===== config.mk =====
export PLATFORM = sky130hd
export DESIGN_NAME = color_arbiter_flat
export DESIGN_NICKNAME = d
export VERILOG_FILES = /design/src/rtl/color_pkg.sv /design/src/rtl/color_arbiter_if.sv /design/src/rtl/rr_arbiter.sv /design/src/rtl/color_arbiter.sv /design/src/flat_wrapper.sv
export SDC_FILE = /design/constraint.sdc
export NUM_CORES = 1
export LEC_CHECK = 0
export BUFFER_PORTS_ARGS = -buffer_cell sky130_fd_sc_hd__buf_4
export CORE_MARGIN = 3
export CORE_UTILIZATION = 50
export CTS_BUF_LIST = sky130_fd_sc_hd__clkbuf_4 sky130_fd_sc_hd__clkbuf_8
export CTS_CLUSTER_SIZE = 40
export DETAILED_ROUTE_END_ITERATION = 10
export PLACE_DENSITY = 0.89
export RECOVER_POWER = 50
export SYNTH_ARGS = -nofsm -noshare
export SYNTH_HDL_FRONTEND = slang
export SYNTH_HIERARCHICAL = 1
export SYNTH_SLANG_ARGS = --single-unit
export TNS_END_PERCENT = 20

===== constraint.sdc =====
create_clock -name clk -period 4.05 [get_ports clk]
set_clock_uncertainty 0.15 [all_clocks]
set_input_delay 0.405 -clock clk [delete_from_list [all_inputs] [get_ports clk]]
set_output_delay 0.405 -clock clk [all_outputs]
set_load 0.01 [all_outputs]

===== src/rtl/color_pkg.sv =====
// Shared types and the black-and-white palette for the Mandelbrot color stage.
package color_pkg;

    typedef logic [7:0] iter_t;

    typedef struct packed {
        logic [7:0] R;
        logic [7:0] G;
        logic [7:0] B;
    } rgb_t;

    localparam logic [23:0] RGB_BLACK = 24'h000000;

    // Points inside the set are black; escaping points get a grey ramp by iteration count.
    function automatic rgb_t bnw_color(input iter_t it, input logic inset);
        rgb_t c;
        if (inset) c = rgb_t'(RGB_BLACK);
        else       c = '{R: it, G: it, B: it};
        return c;
    endfunction

endpackage


===== src/rtl/color_arbiter_if.sv =====
// Core-result request bus and framebuffer pixel bus seen by color_arbiter.
interface color_arbiter_if #(
    parameter int N_REQ  = 4,
    parameter int ADDR_W = 17
);
    import color_pkg::*;

    logic [N_REQ-1:0]             req_valid;
    iter_t [N_REQ-1:0]            req_iter;
    logic [N_REQ-1:0]             req_inset;
    logic [N_REQ-1:0][ADDR_W-1:0] req_addr;
    logic [N_REQ-1:0]             req_ready;

    logic                         out_valid;
    rgb_t                         out_rgb;
    logic [ADDR_W-1:0]            out_addr;
    logic                         out_ready;

    modport slave (
        input  req_valid, req_iter, req_inset, req_addr, out_ready,
        output req_ready, out_valid, out_rgb, out_addr
    );

    modport master (
        output req_valid, req_iter, req_inset, req_addr, out_ready,
        input  req_ready, out_valid, out_rgb, out_addr
    );

endinterface


===== src/rtl/rr_arbiter.sv =====
// Round-robin arbiter: one-hot grant searching upward from the last winner.
module rr_arbiter #(
    parameter int N = 4
) (
    input  logic                 clk,
    input  logic                 nrst,
    input  logic [N-1:0]         req,
    input  logic                 en,
    output logic [N-1:0]         grant,
    output logic [$clog2(N)-1:0] grant_idx
);
    localparam int IW = $clog2(N);

    logic [IW-1:0] ptr_q;
    logic          found;
    int            j;

    always_comb begin
        grant     = '0;
        grant_idx = ptr_q;
        found     = 1'b0;
        j         = 0;
        for (int k = 1; k <= N; k++) begin
            j = int'(ptr_q) + k;
            if (j >= N) j = j - N;
            if (!found && req[j]) begin
                found     = 1'b1;
                grant_idx = IW'(j);
            end
        end
        if (en && found) grant[grant_idx] = 1'b1;
    end

    // Reset pointer sits at the top so core 0 wins first.
    always_ff @(posedge clk) begin
        if (!nrst)            ptr_q <= IW'(N - 1);
        else if (en && |req)  ptr_q <= grant_idx;
    end

endmodule


===== src/rtl/color_arbiter.sv =====
// Shares one color conversion among N_REQ iteration cores and feeds the framebuffer writer.
module color_arbiter
    import color_pkg::*;
#(
    parameter int N_REQ        = 4,
    parameter int ADDR_W       = 17,
    parameter int FRAME_PIXELS = 76800
) (
    input  logic            clk,
    input  logic            nrst,
    input  logic            clear,
    color_arbiter_if.slave  bus,
    output logic            frame_done,
    output logic            busy
);
    localparam int IW    = $clog2(N_REQ);
    localparam int CNT_W = (FRAME_PIXELS > 1) ? $clog2(FRAME_PIXELS) : 1;
    localparam logic [CNT_W-1:0] LAST = CNT_W'(FRAME_PIXELS - 1);

    logic [N_REQ-1:0] grant;
    logic [IW-1:0]    gidx;
    logic             can_accept, en, xfer, hs;

    logic              out_valid_q, out_valid_d;
    rgb_t              out_rgb_q, out_rgb_d;
    logic [ADDR_W-1:0] out_addr_q, out_addr_d;
    logic [CNT_W-1:0]  cnt_q, cnt_d;
    logic              done_q, done_d;

    // Gating with nrst keeps cores from seeing ready while reset discards the output.
    assign can_accept = !out_valid_q || bus.out_ready;
    assign en         = can_accept && nrst;
    assign xfer       = |grant;
    assign hs         = out_valid_q && bus.out_ready;

    rr_arbiter #(.N(N_REQ)) u_rr (
        .clk       (clk),
        .nrst      (nrst),
        .req       (bus.req_valid),
        .en        (en),
        .grant     (grant),
        .grant_idx (gidx)
    );

    always_comb begin
        out_valid_d = out_valid_q;
        out_rgb_d   = out_rgb_q;
        out_addr_d  = out_addr_q;
        if (can_accept) begin
            out_valid_d = xfer;
            if (xfer) begin
                out_rgb_d  = bnw_color(bus.req_iter[gidx], bus.req_inset[gidx]);
                out_addr_d = bus.req_addr[gidx];
            end
        end
    end

    always_comb begin
        cnt_d  = cnt_q;
        done_d = 1'b0;
        if (clear) begin
            cnt_d = '0;
        end else if (hs) begin
            cnt_d  = (cnt_q == LAST) ? '0 : cnt_q + 1'b1;
            done_d = (cnt_q == LAST);
        end
    end

    always_ff @(posedge clk) begin
        if (!nrst) begin
            out_valid_q <= 1'b0;
            out_rgb_q   <= rgb_t'(RGB_BLACK);
            out_addr_q  <= '0;
            cnt_q       <= '0;
            done_q      <= 1'b0;
        end else begin
            out_valid_q <= out_valid_d;
            out_rgb_q   <= out_rgb_d;
            out_addr_q  <= out_addr_d;
            cnt_q       <= cnt_d;
            done_q      <= done_d;
        end
    end

    assign bus.req_ready = grant;
    assign bus.out_valid = out_valid_q;
    assign bus.out_rgb   = out_rgb_q;
    assign bus.out_addr  = out_addr_q;
    assign frame_done    = done_q;
    assign busy          = out_valid_q || (|bus.req_valid);

endmodule


===== src/flat_wrapper.sv =====
// flat-port wrapper written by rule: the top's interface ports become plain ports
module color_arbiter_flat import color_pkg::*;
#(
    parameter int N_REQ        = 4,
    parameter int ADDR_W       = 17,
    parameter int FRAME_PIXELS = 76800
)
  (clk, nrst, clear, frame_done, busy, bus_req_valid, bus_req_iter, bus_req_inset, bus_req_addr, bus_out_ready, bus_req_ready, bus_out_valid, bus_out_rgb, bus_out_addr);
  color_arbiter_if #(.N_REQ(N_REQ), .ADDR_W(ADDR_W)) bus_i ();
  input  logic clk;
  input  logic nrst;
  input  logic clear;
  output logic frame_done;
  output logic busy;
  input wire logic [$bits(bus_i.req_valid)-1:0] bus_req_valid;
  input wire logic [$bits(bus_i.req_iter)-1:0] bus_req_iter;
  input wire logic [$bits(bus_i.req_inset)-1:0] bus_req_inset;
  input wire logic [$bits(bus_i.req_addr)-1:0] bus_req_addr;
  input wire logic [$bits(bus_i.out_ready)-1:0] bus_out_ready;
  output wire logic [$bits(bus_i.req_ready)-1:0] bus_req_ready;
  output wire logic [$bits(bus_i.out_valid)-1:0] bus_out_valid;
  output wire logic [$bits(bus_i.out_rgb)-1:0] bus_out_rgb;
  output wire logic [$bits(bus_i.out_addr)-1:0] bus_out_addr;
  assign bus_i.req_valid = bus_req_valid;
  assign bus_i.req_iter = bus_req_iter;
  assign bus_i.req_inset = bus_req_inset;
  assign bus_i.req_addr = bus_req_addr;
  assign bus_i.out_ready = bus_out_ready;
  assign bus_req_ready = bus_i.req_ready;
  assign bus_out_valid = bus_i.out_valid;
  assign bus_out_rgb = bus_i.out_rgb;
  assign bus_out_addr = bus_i.out_addr;
  color_arbiter #(.N_REQ(N_REQ), .ADDR_W(ADDR_W), .FRAME_PIXELS(FRAME_PIXELS)) u_core (.clk(clk), .nrst(nrst), .clear(clear), .bus(bus_i), .frame_done(frame_done), .busy(busy));
endmodule

[After elaboration in Yosys (flattened, before gate mapping)]
Cells that the tools add are included.
Cells by class
  $add $sub $neg: 9
  $lt $le $gt $ge: 10
  equality and inequality tests: 1
  mux-type cells: 35
  bitwise operators: 2
  reductions and logical operators: 19
Operators with widths (count)
  less-than comparator 32 x 4 -> 1 bit, second input constant: 4
  two-way mux 32 bit: 4
  binary-select mux 17 bit (select 2 bit): 1
  two-way mux 17 bit: 2
  >= comparator 32 x 4 -> 1 bit, second input constant: 1
  subtractor 32 x 4 -> 32 bit, second input constant: 1
  two-way mux 24 bit: 1
  adder 17 x 1 -> 17 bit, second input constant: 1
  equality test 17 bit, second input constant: 1
  binary-select mux 8 bit (select 2 bit): 1
  two-way mux 1 bit: 14
  binary-select mux 1 bit (select 2 bit): 5
  logical AND 1 bit: 8
  two-way mux 2 bit: 4
  two-way mux 8 bit: 1
  OR reduction 4 bit: 2
  subtractor 3 x 3 -> 4 bit, second input constant: 2
  adder 2 x 2 -> 3 bit, second input constant: 2
  >= comparator 3 bit, second input constant: 2
  subtractor 4 x 3 -> 5 bit, second input constant: 1
  adder 2 x 3 -> 4 bit, second input constant: 1
  >= comparator 4 x 3 -> 1 bit, second input constant: 1
  logical NOT 1 bit: 4
  two-way mux 4 bit: 1
  other kinds (9): 11
Word-level totals
  bits in registers: 62
  bits of input ports: 112
  output and inout port bits: 48
  word-level logic and storage cells: 84

[Depth between registers and ports, before layout]
  word-level depth: 23
  mapped depth: 11

[Modules after synthesis]
The synthesis kept the hierarchy.
Modules (own cells, without submodules)
  color_arbiter: times used 1, cells each 261, area each 2566.2 um2
  rr_arbiter: times used 1, cells each 29, area each 285.3 um2

[Worst setup path before layout]
Ideal clock, no wire load.
  kind: in2reg
  start: input nrst
  end: register u_core.out_addr_q[10] (netlist: u_core/bus.out_addr[10])
  setup time: 0.076 ns
  data arrival time: 2.444 ns
  required time: 3.824 ns
  path slack: 1.380 ns
  cell stages on the path: 9
  path through: clkbuf_1 > and2_1 > o41ai_4 > nor4_1 > nor4_1 > a21oi_1 > clkbuf_1 > nand2_1 > a21boi_0
Between the ends
  word-level cells in the longest chain between the ends: 5
RTL lines
  start: declaration: line flat_wrapper.sv:11  | input logic nrst;
  logical AND 1 bit: line color_arbiter.sv:32  | assign en = can_accept && nrst;
  net u_core.en: line color_arbiter.sv:22  | logic can_accept, en, xfer, hs;
  logical AND 1 bit: line rr_arbiter.sv:31  | if (en && found) grant[grant_idx] = 1'b1;
  two-way mux 4 bit: line rr_arbiter.sv:31
  net bus_req_ready[2]: line flat_wrapper.sv:20  | output wire logic [$bits(bus_i.req_ready)-1:0] bus_req_ready;
  OR reduction 4 bit: line color_arbiter.sv:33  | assign xfer = |grant;
  AND reduction 2 bit (no line)
  end signal: assignment: line color_arbiter.sv:79  | out_addr_q <= out_addr_d;
  end: declaration: line color_arbiter.sv:26  | logic [ADDR_W-1:0] out_addr_q, out_addr_d;
The timed path passes the listed nets, and every way through them passes these cells.
A chain may end at the register's enable or synchronous reset.

[Worst setup path after layout]
  start: register u_core.u_rr.ptr_q[1]
  end: register u_core.out_rgb_q (netlist bit u_core/bus.out_rgb[21])
Between the ends
  word-level cells in the longest chain between the ends: 23
  elaborated cells on any way between the ends: 56
  classes of those cells: add/sub: 8; order compare: 6; mux: 32; reduce/logical: 10
RTL lines
  start: declaration: line rr_arbiter.sv:14  | logic [IW-1:0] ptr_q;
  start signal: assignment: line rr_arbiter.sv:36  | if (!nrst) ptr_q <= IW'(N - 1);
  start signal: assignment: line rr_arbiter.sv:37  | else if (en && |req) ptr_q <= grant_idx;
  adder 2 x 1 -> 3 bit: line rr_arbiter.sv:24  | j = int'(ptr_q) + k;
  subtractor 32 x 4 -> 32 bit / >= comparator 32 x 4 -> 1 bit (equally long branches): line rr_arbiter.sv:25  | if (j >= N) j = j - N;
  two-way mux 32 bit: line rr_arbiter.sv:25
  binary-select mux 1 bit (select 2 bit): line rr_arbiter.sv:26  | if (!found && req[j]) begin
  two-way mux 1 bit (implied by the code) (2 in series): line rr_arbiter.sv:26
  two-way mux 1 bit: line rr_arbiter.sv:26
  logical NOT 1 bit: line rr_arbiter.sv:26
  logical AND 1 bit: line rr_arbiter.sv:26
  [... 7 more ...]
  net u_core.gidx[1]: line color_arbiter.sv:21  | logic [IW-1:0] gidx;
  less-than comparator 2 x 3 -> 1 bit (implied by the code) / >= comparator 2 x 1 -> 1 bit (equally long branches): line rr_arbiter.sv:31
  logical AND 1 bit (implied by the code): line rr_arbiter.sv:31
  two-way mux 1 bit (implied by the code): line rr_arbiter.sv:31
  demux 1 bit (select 2 bit): line rr_arbiter.sv:31
  two-way mux 4 bit: line rr_arbiter.sv:31
  OR reduction 4 bit: line color_arbiter.sv:33
  AND reduction 2 bit (no line)
  end signal: assignment: line color_arbiter.sv:72  | out_rgb_q <= rgb_t'(RGB_BLACK);
  end signal: assignment: line color_arbiter.sv:78  | out_rgb_q <= out_rgb_d;
  end: declaration: line color_arbiter.sv:25  | rgb_t out_rgb_q, out_rgb_d;
The timed path passes the listed nets; every way through them passes the cells marked *. The select of a mux whose other input is x is not followed.

==> flow_summary.json <==
{
  "max_freq_mhz": 307,
  "crit_type": "reg2reg",
  "slew_violations": 0,
  "drt_wl_total_um": 9260,
  "synth_top_family_by_area": "multiplexers",
  "fin_crit_sh_pct": 80.3,
  "antenna_cells": 0,
  "layout_common_cells": "119 x buf_4, 46 x dfxtp_1, 45 x nand2_1",
  "die-area_um2": 6650,
  "die_w_um": 81.5,
  "synth_xor_area_share_pct": 3.69,
  "synth_compound_area_share_pct": 14.0,
  "clk_latency_ns": 0.30,
  "clkTransAtPathRegs_ns": 0.09,
  "cellLeakagePower_nw": 1.55,
  "syn_nets": 403,
  "ys_ff_latch": 46,
  "synth_edf_count": 0,
  "grt_setup_unrepaired": "no",
  "clkPwrFrac_pct": 25.6,
  "nets": 538,
  "placed_cells": 488,
  "io_pins": 160,
  "synth_simple_gate_area_share_pct": 19.7,
  "cts-root-buf": "clkbuf_8",
  "final.min_clock_period_ns": 3.25,
  "switchingPower_w": 0.000434,
  "finalHoldViolations": 0,
  "synth_mux_area_share_pct": 20.9,
  "initialDrtViolationCount": 152,
  "instances_no_fill": 496,
  "overflow": 0,
  "synth_top_area_cell": "dfxtp_1",
  "cts_htree_levels": 2,
  "swShare_pct": 32.1,
  "synthFlopType": "dfxtp_1",
  "comb_power_share_pct": 34.9,
  "drt_first_pass_iters": 4,
  "tns_ns": 0,
  "worstPathRequired_ns": 4.09,
  "postSynthAreaPerCell_um2": 9.83,
  "status": "finished, final reports clean",
  "grt_pass1_vias": 2969,
  "seqPwrFrac_pct": 39.6,
  "crit_path_end": "u_core/bus.out_rgb[21]",
  "highest_layer": "met4",
  "total_power_w": 0.00135,
  "yosysSeqAreaShare_pct": 32.3,
  "ctsLongestPathBuffers": 2,
  "layout-drive-gt1-share_pct": 38.5,
  "grt.total_usage_pct": 28.3,
  "relSlewSlack_pct": 42.0,
  "gp_congestion": 0.865,
  "yosysTopAreaCellShare_pct": 32.3,
  "wl_met2_um": 5080,
  "cts_setup_buffers": 0,
  "cts_resized": 0,
  "synthToLayoutAreaGrowth_pct": 36.3,
  "synth_area_leaders": "dfxtp_1 32%, mux4_2 21%, nand2_1 5.9%",
  "wl_met1_um": 3250,
  "vias_per_cell": 5.68,
  "hold_class": "in2reg",
  "regToRegEndpoint": "u_core/bus.out_rgb[21]",
  "ys_warn_count": 6,
  "drc": 0,
  "rr_worst_depth": 9,
  "max_slew.worst_pin.slew_ns": 0.868,
  "hold_buffers": 0,
  "synth_cells": 290,
  "mostFrequentLayoutCell": "buf_4",
  "ir_drop_v": 0.000235,
  "ant_nets": 0,
  "num_vias": 2817,
  "wl_met3_um": 714,
  "io_buffers": 159,
  "cts.sinks": 46,
  "avgRoutedWirePerCell_um": 18.7,
  "worstReg2RegStart": "u_core/u_rr/ptr_q[1]",
  "grt_max_degree": 29,
  "crit_start": "u_core/u_rr/ptr_q[1]",
  "setup_viol": 0,
  "place_hpwl_um": 7490,
  "cts_tree": "yes",
  "power_density_nw_per_um2": 348,
  "die_y_um": 81.5,
  "critPathArrivalTime_ns": 3.29,
  "antenna_found_initial": 0,
  "synthAdderAreaFrac_pct": 0.439,
  "end_kind": "flip-flop",
  "synth_cell_types": 48,
  "initial_utilization_pct": 53.8,
  "synth_area_um2": 2850,
  "internal_power_w": 0.000918,
  "fp.coreArea_um2": 5300,
  "numCtsBuffers": 5,
  "drv_cap": 0,
  "rows": 26,
  "reg2reg_slack_ns": 0.80,
  "crit_fanout": 28,
  "async_reset_ff_share_pct": 0,
  "grt_pass1_wl_um": 14200,
  "cp-start-kind": "flip-flop"
}
[synthesized netlist by cell type (2+ instances only)]
library cell  instances
dfxtp_1              46
nand2_1              45
mux4_2               26
a21boi_0             18
buf_4                17
nor2_1               16
inv_1                12
xnor2_1              12
clkbuf_1             11
nor4_1                9
a21oi_1               8
o2bb2ai_1             8
nand3_1               6
buf_2                 5
nand4_1               5
nor3_1                5
o21ai_0               3
or3_1                 3
or4_1                 3
a21o_1                2
nand2b_1              2
nand3b_1              2
[logic make-up after synthesis]
group | after synthesis
fa+ha+maj | 1
xor+xnor | 12
buf+inv | 47
compound gates | 49
mux | 27
flops | 46
simple gates | 108
[per-layer routing]
metal	up-vias	GRT usage, %
met5	-	0
met2	126	52.1
li1	1312	-
met3	17	8.44
met1	1362	30.4
met4	0	10.3
[registers in the layout, summed over array words and instances (netlist names)]
name	flops
u_core/bus.out_valid	1
u_core/frame_done	1
u_core/u_rr/ptr_q	2
u_core/cnt_q	17
u_core/bus.out_addr	17
u_core/bus.out_rgb	8
[power by group through the flow]
stage	Clock, W	Combinational (W)	Sequential [W]
after floorplan	0	0.000297	0.000551
after global placement	0	0.000505	0.000544
after detailed placement	0	0.000521	0.000545
after CTS	0.000346	0.000522	0.000536
after global routing	0.000367	0.000511	0.000540
final	0.000346	0.000471	0.000535
[critical path: stages, from the launching register on]
cell and delay [ns]:
dfxtp_1 0.53, a21oi_1 0.13, o31ai_1 0.64, inv_4 0.32, a311oi_2 0.36, nor4_1 0.13
a21o_1 0.17, buf_4 0.19, and2_0 0.31, o2bb2ai_1 0.20
[worst min path at each step]
stage / from / to / depth (start not counted)
finish: bus_out_ready / u_core/cnt_q[1] / 3
global route: bus_out_ready / u_core/cnt_q[1] / 3
CTS: bus_out_ready / u_core/cnt_q[1] / 3
detailed placement: u_core/bus.out_addr[0] / u_core/bus.out_addr[0] / 2
global placement: u_core/bus.out_addr[0] / u_core/bus.out_addr[0] / 2
floorplan: u_core/cnt_q[1] / u_core/cnt_q[1] / 2
[stage by stage]
step	setup slack [ns]	hold WS (ns)	instance area [µm²]	utilization, %
finish	0.798	0.258	3890	73.3
global route	0.483	0.263	3890	73.3
CTS	1.17	0.260	4070	76.7
detailed placement	1.09	0.307	3960	74.6
global placement	1.24	0.300	3960	74.6
floorplan	1.38	0.303	2850	-
[layout make-up]
cell class	count	area, µm²
Timing Repair Buffer	162	1050
Sequential cell	46	921
Clock buffer	5	68.8
Tap cell	70	87.6
Clock inverter	3	43.8
Inverter	13	51.3
Fill cell	404	1420
Multi-Input combinational cell	197	1660
(Power assumes the default switching activity.)
